--- src/rtl/pc_alu_branch_unit.sv ---
// Program counter register, 32-bit ALU with flags, and combinational branch
// condition evaluation for a single-issue datapath.
module pc_alu_branch_unit (
  input  logic        clk,
  input  logic        reset,
  input  logic        pc_src,
  input  logic [31:0] jump_addr,
  input  logic [31:0] A,
  input  logic [31:0] B,
  input  logic [2:0]  alu_op,
  input  logic [2:0]  branch_type,
  output logic [31:0] i_addr,
  output logic [31:0] result,
  output logic        zero,
  output logic        neg,
  output logic        c_out,
  output logic        over,
  output logic        branch_taken
);

  localparam logic [2:0] OP_ADD   = 3'b000;
  localparam logic [2:0] OP_SUB   = 3'b001;
  localparam logic [2:0] OP_AND   = 3'b010;
  localparam logic [2:0] OP_OR    = 3'b011;
  localparam logic [2:0] OP_XOR   = 3'b100;
  localparam logic [2:0] OP_PASSB = 3'b101;
  localparam logic [2:0] OP_PASSA = 3'b110;
  localparam logic [2:0] OP_ZERO  = 3'b111;

  localparam logic [2:0] BR_BEQ  = 3'b000;
  localparam logic [2:0] BR_BNE  = 3'b001;
  localparam logic [2:0] BR_BLT  = 3'b100;
  localparam logic [2:0] BR_BGE  = 3'b101;
  localparam logic [2:0] BR_BLTU = 3'b110;
  localparam logic [2:0] BR_BGEU = 3'b111;

  logic [32:0] sum;
  logic [32:0] diff;

  // The PC wraps modulo 2^32; redirect targets are taken verbatim.
  always_ff @(posedge clk or negedge reset) begin
    if (!reset) begin
      i_addr <= 32'h0000_0000;
    end else if (pc_src) begin
      i_addr <= jump_addr;
    end else begin
      i_addr <= i_addr + 32'd4;
    end
  end

  // Bit 32 of the subtract path is the "no borrow" carry, so c_out=1 means A>=B unsigned.
  assign sum  = {1'b0, A} + {1'b0, B};
  assign diff = {1'b0, A} + {1'b0, ~B} + 33'd1;

  always_comb begin
    result = 32'h0000_0000;
    c_out  = 1'b0;
    over   = 1'b0;
    case (alu_op)
      OP_ADD: begin
        result = sum[31:0];
        c_out  = sum[32];
        over   = (A[31] == B[31]) && (sum[31] != A[31]);
      end
      OP_SUB: begin
        result = diff[31:0];
        c_out  = diff[32];
        over   = (A[31] != B[31]) && (diff[31] != A[31]);
      end
      OP_AND:   result = A & B;
      OP_OR:    result = A | B;
      OP_XOR:   result = A ^ B;
      OP_PASSB: result = B;
      OP_PASSA: result = A;
      OP_ZERO:  result = 32'h0000_0000;
      default:  result = 32'h0000_0000;
    endcase
  end

  assign zero = (result == 32'h0000_0000);
  assign neg  = result[31];

  // Codes 010 and 011 fall to the default and never branch.
  always_comb begin
    branch_taken = 1'b0;
    case (branch_type)
      BR_BEQ:  branch_taken = zero;
      BR_BNE:  branch_taken = ~zero;
      BR_BLT:  branch_taken = (neg != over);
      BR_BGE:  branch_taken = (neg == over);
      BR_BLTU: branch_taken = ~c_out;
      BR_BGEU: branch_taken = c_out;
      default: branch_taken = 1'b0;
    endcase
  end

endmodule

--- config.mk ---
export PLATFORM = sky130hd
export DESIGN_NAME = pc_alu_branch_unit
export DESIGN_NICKNAME = d
export VERILOG_FILES = /design/src/rtl/pc_alu_branch_unit.sv
export SDC_FILE = /design/constraint.sdc
export NUM_CORES = 1
export LEC_CHECK = 0
export ABC_AREA = 0
export BUFFER_PORTS_ARGS = -buffer_cell sky130_fd_sc_hd__buf_2
export CORE_MARGIN = 2
export CORE_UTILIZATION = 41
export DETAILED_ROUTE_END_ITERATION = 8
export SLEW_MARGIN = 20
export SYNTH_ARGS = -nofsm -noshare
export SYNTH_HDL_FRONTEND = slang
export SYNTH_SLANG_ARGS = --single-unit
--- constraint.sdc ---
create_clock -name clk -period 8.1 [get_ports clk]
set_input_delay 0.81 -clock clk [delete_from_list [all_inputs] [get_ports clk]]
set_output_delay 0.81 -clock clk [all_outputs]
set_load 0.03 [all_outputs]
* Yosys cells after proc, flatten, opt, wreduce, memory -nomap -nowiden *
Index checks and enable logic that the tools add are counted.

cells by class
  $mul = 0
  shifts and indexed selects = 0
  equality and inequality tests = 18
  reduce and logical (&&, ||, !) cells = 5
  add/subtract/negate cells = 4
  multiplexer cells = 5
  bitwise logic cells = 6
  div/mod/pow operators = 0
  order comparisons = 0

operators by type and width
  kind                                                  number
  case mux 32 bit (8 select lines)                      1
  adder 32 x 32 -> 33 bit                               2
  adder 33 x 1 -> 33 bit (second input constant)        1
  adder 32 x 3 -> 32 bit (second input constant)        1
  bitwise AND 32 bit                                    1
  zero test 32 bit                                      1
  two-way mux 32 bit                                    1
  NOT 32 bit                                            1
  OR 32 bit                                             1
  bitwise XOR 32 bit                                    1
  equality test 3 bit (second input constant)           8
  equality test 3 x 1 -> 1 bit (second input constant)  2
  equality test 3 x 2 -> 1 bit (second input constant)  2
  zero test 3 bit                                       2
  case mux 1 bit (6 select lines)                       1
  inequality test 1 bit                                 4
  case mux 1 bit (2 select lines)                       2
  equality test 1 bit                                   2
  logical AND 1 bit                                     2
  NOT 1 bit                                             2

word-level totals
  output and inout bits = 69
  register bits = 32
  input port bits = 105
  word-level logic and storage cells = 39
  latch bits = 0
  bits in read-only memories = 0
  memory bits (writable) = 0
  memories = 0

* Logic depth before layout (Yosys ltp) *
  word-level depth = 8
  gate-level depth with buffers = 16
  gate-level depth less buffers = 16

* Worst setup path before layout *
Ideal clock, no wire load.

  path kind = in2out
  start = input A[0]
  end = output branch_taken
  cell stages on the path = 16
  data required time = 7.290 ns
  path buffers = 0
  path slack = 2.426 ns
  arrival = 4.864 ns
  cells stage by stage = inv_1 > ha_1 > inv_1 > fa_1 > nand2b_1 > a2111oi_2 > o2111a_2 > o31a_2 > o21a_1 > o2111ai_1 > a211oi_1 > nor4b_1 > or4_1 > nor3_4 > xor2_1 > a211o_1

on the way
  elaborated cells between the ends (all ways) = 19
  those cells by class = add/sub: 3; eq/ne: 4; mux: 4; bitwise: 5; reduce/logical: 3

RTL lines
  item                                  line  source
  start: declaration                    8     input logic [31:0] A,
  adder 32 x 32 -> 33 bit               53    assign diff = {1'b0, A} + {1'b0, ~B} + 33'd1;
  adder 33 x 1 -> 33 bit                53
  case mux 32 bit (8 select lines) (*)  59    case (alu_op)
  named net result[30]                  13    output logic [31:0] result,
  zero test 32 bit (*)                  80    assign zero = (result == 32'h0000_0000);
  named net zero                        14    output logic zero,
  NOT 1 bit                             88    BR_BNE: branch_taken = ~zero;
  case mux 1 bit (6 select lines) (*)   86    case (branch_type)
  end: declaration                      18    output logic branch_taken

Mark *: on every way through the listed nets, which the timed path passes. The rest lies on a longest branch.

* Worst setup path in the final report *
  start = input alu_op[2]
  end = output branch_taken

on the way
  word-level cells in the longest chain between the ends = 5
  elaborated cells between the ends (all ways) = 17
  those cells by class = eq/ne: 9; mux: 4; bitwise: 2; reduce/logical: 2

RTL lines
  item                                               line  source
  start: declaration                                 10    input logic [2:0] alu_op,
  equality test 3 bit, or another cell as far along  59
  case mux 32 bit (8 select lines)                   59
  zero test 32 bit                                   80
  NOT 1 bit                                          88
  case mux 1 bit (6 select lines) (*)                86

Every way passes the cells marked *; elsewhere a longest branch is shown, timed or not.

==> results.md <==
Run status:
- The run finished with clean final reports.

Worst setup path:
- The largest single stage delay on the critical path is approximately 0.74 ns.
- The critical path's slowest cell is sky130_fd_sc_hd__a2111oi_0.
- The critical path capture point type is an output pin.
- The endpoint arrival time on the critical path is ~5.4 ns.
- The cell seen most often among critical-path stages is sky130_fd_sc_hd__buf_2.
- The worst endpoint required time is 7.29 ns.
- Together, buffers and inverters on the worst path number 3.
- Among cell families on the critical path, the largest total delay comes from simple AND/OR/NAND/NOR gates.
- The signal on the critical path passes through buf_2, buf_4, nand2b_1, nor3_1, a221o_1, nand3b_1, a2111oi_0, o2111ai_1, or4_1, nor4_1, nand4_1, nor3_4, xor2_1, a211o_1, buf_2.
- The maximum fanout along the worst path is 36.
- The worst setup path is launched from an input pin.
- The type of the worst setup path is in2out.

Timing:
- After layout, the minimum clock period comes to roughly 6.2 ns.
- The slew at the pin closest to its max-slew limit is 1.03 ns.
- The worst pin sits at a relative slew slack of 31.3%.
- The highest clock rate is ~0.16 GHz.
- Across the routed clock network, the largest skew measured is between 0.008 and 0.009 ns.
- The number of slew-limit violations in the final report is 0.
- Setup repair after global routing left no endpoint under its margin.
- The number of hold violations in the final report is 0.
- After layout, the worst setup slack is between 1.5 and 2 ns.
- Adding up every negative setup slack in the final design gives 0 ns.
- The total of endpoints with negative setup slack in the final report is 0.
- Of the available clock period, the critical path in the final layout requires roughly 77%.
- The tightest hold path in the finished design has a slack of 0.506 ns.

Logic synthesis:
- Dividing the synthesized area by the synthesized cell count gives around 7 um^2.
- The number of synthesis warnings is 0.
- Summed over all instances, the cell type with the most area after synthesis is sky130_fd_sc_hd__ha_1.
- For this run, the leading register cell type out of synthesis is sky130_fd_sc_hd__dfrtp_1.
- Synthesis produced roughly 1200 cells.
- The count of flip-flops with a built-in enable after synthesis is 0.
- Of all flip-flops after synthesis, the portion carrying an async set or reset was 100%.
- The share of synthesized area occupied by flip-flops and latches is 9.80%.
- The area of the mapped netlist is ~8200 um^2.
- The net count of the mapped netlist is about 1400.
- Yosys attributes the largest share of cell area to sky130_fd_sc_hd__ha_1, sky130_fd_sc_hd__dfrtp_1, sky130_fd_sc_hd__o21ai_0.
- The number of distinct library cells after synthesis is 90.
- Synthesis inferred 32 register bits.
- After synthesis, the largest area contributor takes up between 10% and 20% of total cell area.

Clock tree:
- Clock-pin slew was measured on the worst setup and hold paths at 0.05 ns.
- The H-tree was split into 2 levels.
- The hold buffer count at CTS is 0.
- The tree is rooted in a sky130_fd_sc_hd__clkbuf_16.
- The clock latency reported for the late side of the worst-skew pair is roughly 0.28 ns.
- The maximum number of buffers from clock root to sink is 2.
- After clock tree synthesis, the repair step resized 0 gates.
- The sink count of the clock tree is 32.
- Clock tree synthesis inserted a total of 5 buffers.
- The clock tree from TritonCTS is built.
- The setup fix buffers added after clock tree synthesis is 0.

Finish:
- In the final layout, the registers with the most flip-flops are i_addr: 32 flops.
- The share of final-layout standard cells stronger than drive strength 1 is roughly 17%.
- The flip-flop and latch area is around 800 um^2.
- The finished layout holds between 1500 and 2000 standard cells, fillers aside.
- In the final layout, the multi-input gates occupy between 6000 and 7000 um^2.
- The number of nets in the layout is 1509.
- Counting the fill cells in the layout gives 2074.
- i_addr holds more flip-flops than any other register.
- The flip-flop count of the largest register after layout is 32.
- The layout overhead on the synthesized area is 13.2%.
- 0 antenna diodes ended up in the layout.

Route:
- For this run, design rule violations remaining after detail routing come to 0.
- The sum of routed wire length over all layers is 31.7 mm.
- The residual antenna-violating net count after detailed routing is 0.
- The detail-routed net length per standard cell is just over 20 um.
- The first detailed-routing pass ran for 7 iterations.
- Using the TritonRoute via totals, the vias-per-cell ratio works out to around 6.
- The violation count after the first detailed-route iteration is 1048.
- Summing over every cut layer, the via total after detailed routing is roughly 9600.

Global routing:
- Entering global routing, the biggest net connects 64 pins.
- The total congestion overflow after global routing is 0.
- The number of antenna violations at the first check in global routing is 0.
- For this run, the total global-route usage over all layers was measured as a little under 30%.
- The via count of the first global-routing pass is between 9000 and 10000.
- The first global-routing pass estimated 49.9 mm of wire.

Floorplan:
- Once the floorplan was initialized, standard cells occupied 41.8% of the core.
- The total area inside the core boundary comes to 19500 um^2.
- The die is 145 um wide.
- 174 I/O pins were placed.
- The floorplan step defined a die boundary enclosing approximately 21000 um^2.
- The floorplan has 51 rows.
- The die outline height is about 150 um.

Place:
- During placement, the flow inserted port buffers numbering roughly 170.
- The final RePlAce weighted congestion is 0.985.
- The setup slack after placement is ~2.1 ns.
- The placed wire-length estimate is 24.0 mm.
- Once placement completed, the tool counted placed cells totaling 1563.

Power and ir drop:
- After layout, the design draws a total of 0.00107 W.
- For this design the static power due to leakage is between 4 and 5 nW.
- The total power per unit cell area is 116 nW/um^2.
- The maximum ir drop on the vdd rail is between 0.00008 and 0.00009 V.

Min path:
- The type of the tightest min-delay check is reg2reg.

Run:
- The tool flagged a number of max-cap violations equal to 0.
==> cell type report <==
class / count / share of cell area, %
multi-input cells: 971 / 71.5
repair buffers: 183 / 10.2
flip-flops and latches: 32 / 8.66
inverters: 112 / 4.54
well taps: 265 / 3.58
clock buffers: 5 / 1.35
clock inverters: 3 / 0.203
==> Yosys cell counts, drive strengths merged (5+ instances only) <==
cell type / number
a221o: 7
and3: 12
mux2i: 12
o22ai: 11
nand2: 105
o2111ai: 6
o31a: 7
a22o: 9
a211oi: 21
a31oi: 8
xor2: 23
a21oi: 101
nand2b: 13
o21a: 8
nor3: 24
or2: 7
nand4: 12
ha: 97
nor2: 102
a221oi: 12
a211o: 7
a311o: 5
inv: 111
nor2b: 20
o21bai: 7
o21ai: 113
nand3: 36
o211ai: 12
or3: 5
a21o: 18
nor4: 17
clkbuf: 41
o221ai: 5
dfrtp: 32
buf: 34
a2111oi: 9
xnor2: 24
o31ai: 15
mux2: 9
o311ai: 5
or4: 6
==> metrics by stage <==
stage               instance area, um^2  utilization (%)
floorplan                          8170                -
global placement                   9110             46.6
detailed placement                 9110             46.6
CTS                                9250             47.4
global route                       9250             47.4
finish                             9250             47.4
==> worst reg2reg max path, stage by stage, from the launching register on <==
cell	delay, ns
sky130_fd_sc_hd__dfrtp_1	0.43
sky130_fd_sc_hd__and3_1	0.23
sky130_fd_sc_hd__and3_1	0.22
sky130_fd_sc_hd__nand3_1	0.18
sky130_fd_sc_hd__nor2_1	0.32
sky130_fd_sc_hd__nand2_1	0.09
sky130_fd_sc_hd__nor2_1	0.42
sky130_fd_sc_hd__and3_1	0.27
sky130_fd_sc_hd__nand4_1	0.11
sky130_fd_sc_hd__xor2_1	0.15
sky130_fd_sc_hd__o21ai_0	0.14
==> metal layers <==
metal	track usage, %	vias to the layer above	wire length [um]
li1	-	4564	-
met1	39.9	4470	14000
met2	44.2	465	13600
met3	5.75	87	2690
met4	10.9	0	1340
met5	0	-	0
==> cell families after synthesis <==
kind of cell	after synthesis	share of synthesized area (%)
buffers and inverters	187	9.30
and+or+nand+nor	372	22.1
muxes	21	2.71
AOI/OAI and AO/OA	432	35.8
DFF	32	9.80
adders and majority gates	99	15.3
xor gates and xnor gates	47	5.04
==> path summary, 6_finish.rpt <==
| check | from | end | slack, ns | depth (start not counted) |
|---|---|---|---|---|
| setup / recovery | alu_op[2] | branch_taken | 1.90 | 15 |
| hold / removal | i_addr[0]$_DFFE_PN0P_ | i_addr[0]$_DFFE_PN0P_ | 0.51 | 1 |
| setup reg to reg | i_addr[5]$_DFF_PN0_ | i_addr[30]$_DFF_PN0_ | 5.44 | 10 |
| hold reg to reg | i_addr[0]$_DFFE_PN0P_ | i_addr[0]$_DFFE_PN0P_ | 0.51 | 1 |
| max in group asynchronous | reset | i_addr[9]$_DFF_PN0_ | 7.01 | 1 |
| min in group asynchronous | reset | i_addr[15]$_DFF_PN0_ | 0.60 | 1 |
==> power breakdown <==
part	total, W	internal (W)	switching [W]
clock network	0.000183	0.000113	0.0000698
logic	0.000696	0.000231	0.000465
registers	0.000194	0.000176	0.0000183
total	0.00107	0.000520	0.000553
==> cells in the final DEF, fill, tap and decap left out, types with 8 or more instances in the layout <==
cell / count
sky130_fd_sc_hd__buf_4: 11
sky130_fd_sc_hd__inv_1: 109
sky130_fd_sc_hd__nand2_1: 105
sky130_fd_sc_hd__nand2b_1: 13
sky130_fd_sc_hd__mux2i_1: 12
sky130_fd_sc_hd__nand3_1: 36
sky130_fd_sc_hd__a221oi_1: 12
sky130_fd_sc_hd__a31oi_1: 8
sky130_fd_sc_hd__nor4_1: 15
sky130_fd_sc_hd__xor2_1: 23
sky130_fd_sc_hd__nand4_1: 12
sky130_fd_sc_hd__nor3_1: 23
sky130_fd_sc_hd__mux2_2: 9
sky130_fd_sc_hd__a21oi_1: 100
sky130_fd_sc_hd__o22ai_1: 11
sky130_fd_sc_hd__xnor2_1: 24
sky130_fd_sc_hd__o31ai_1: 15
sky130_fd_sc_hd__dfrtp_1: 32
sky130_fd_sc_hd__and3_1: 12
sky130_fd_sc_hd__o21ai_0: 109
sky130_fd_sc_hd__o211ai_1: 11
sky130_fd_sc_hd__nor2_1: 102
sky130_fd_sc_hd__nor2b_1: 20
sky130_fd_sc_hd__a21o_1: 18
sky130_fd_sc_hd__a211oi_1: 21
sky130_fd_sc_hd__buf_2: 172
sky130_fd_sc_hd__ha_1: 97
sky130_fd_sc_hd__a22o_1: 9
sky130_fd_sc_hd__o21a_1: 8
No activity file was read; power rests on OpenSTA's default activity.
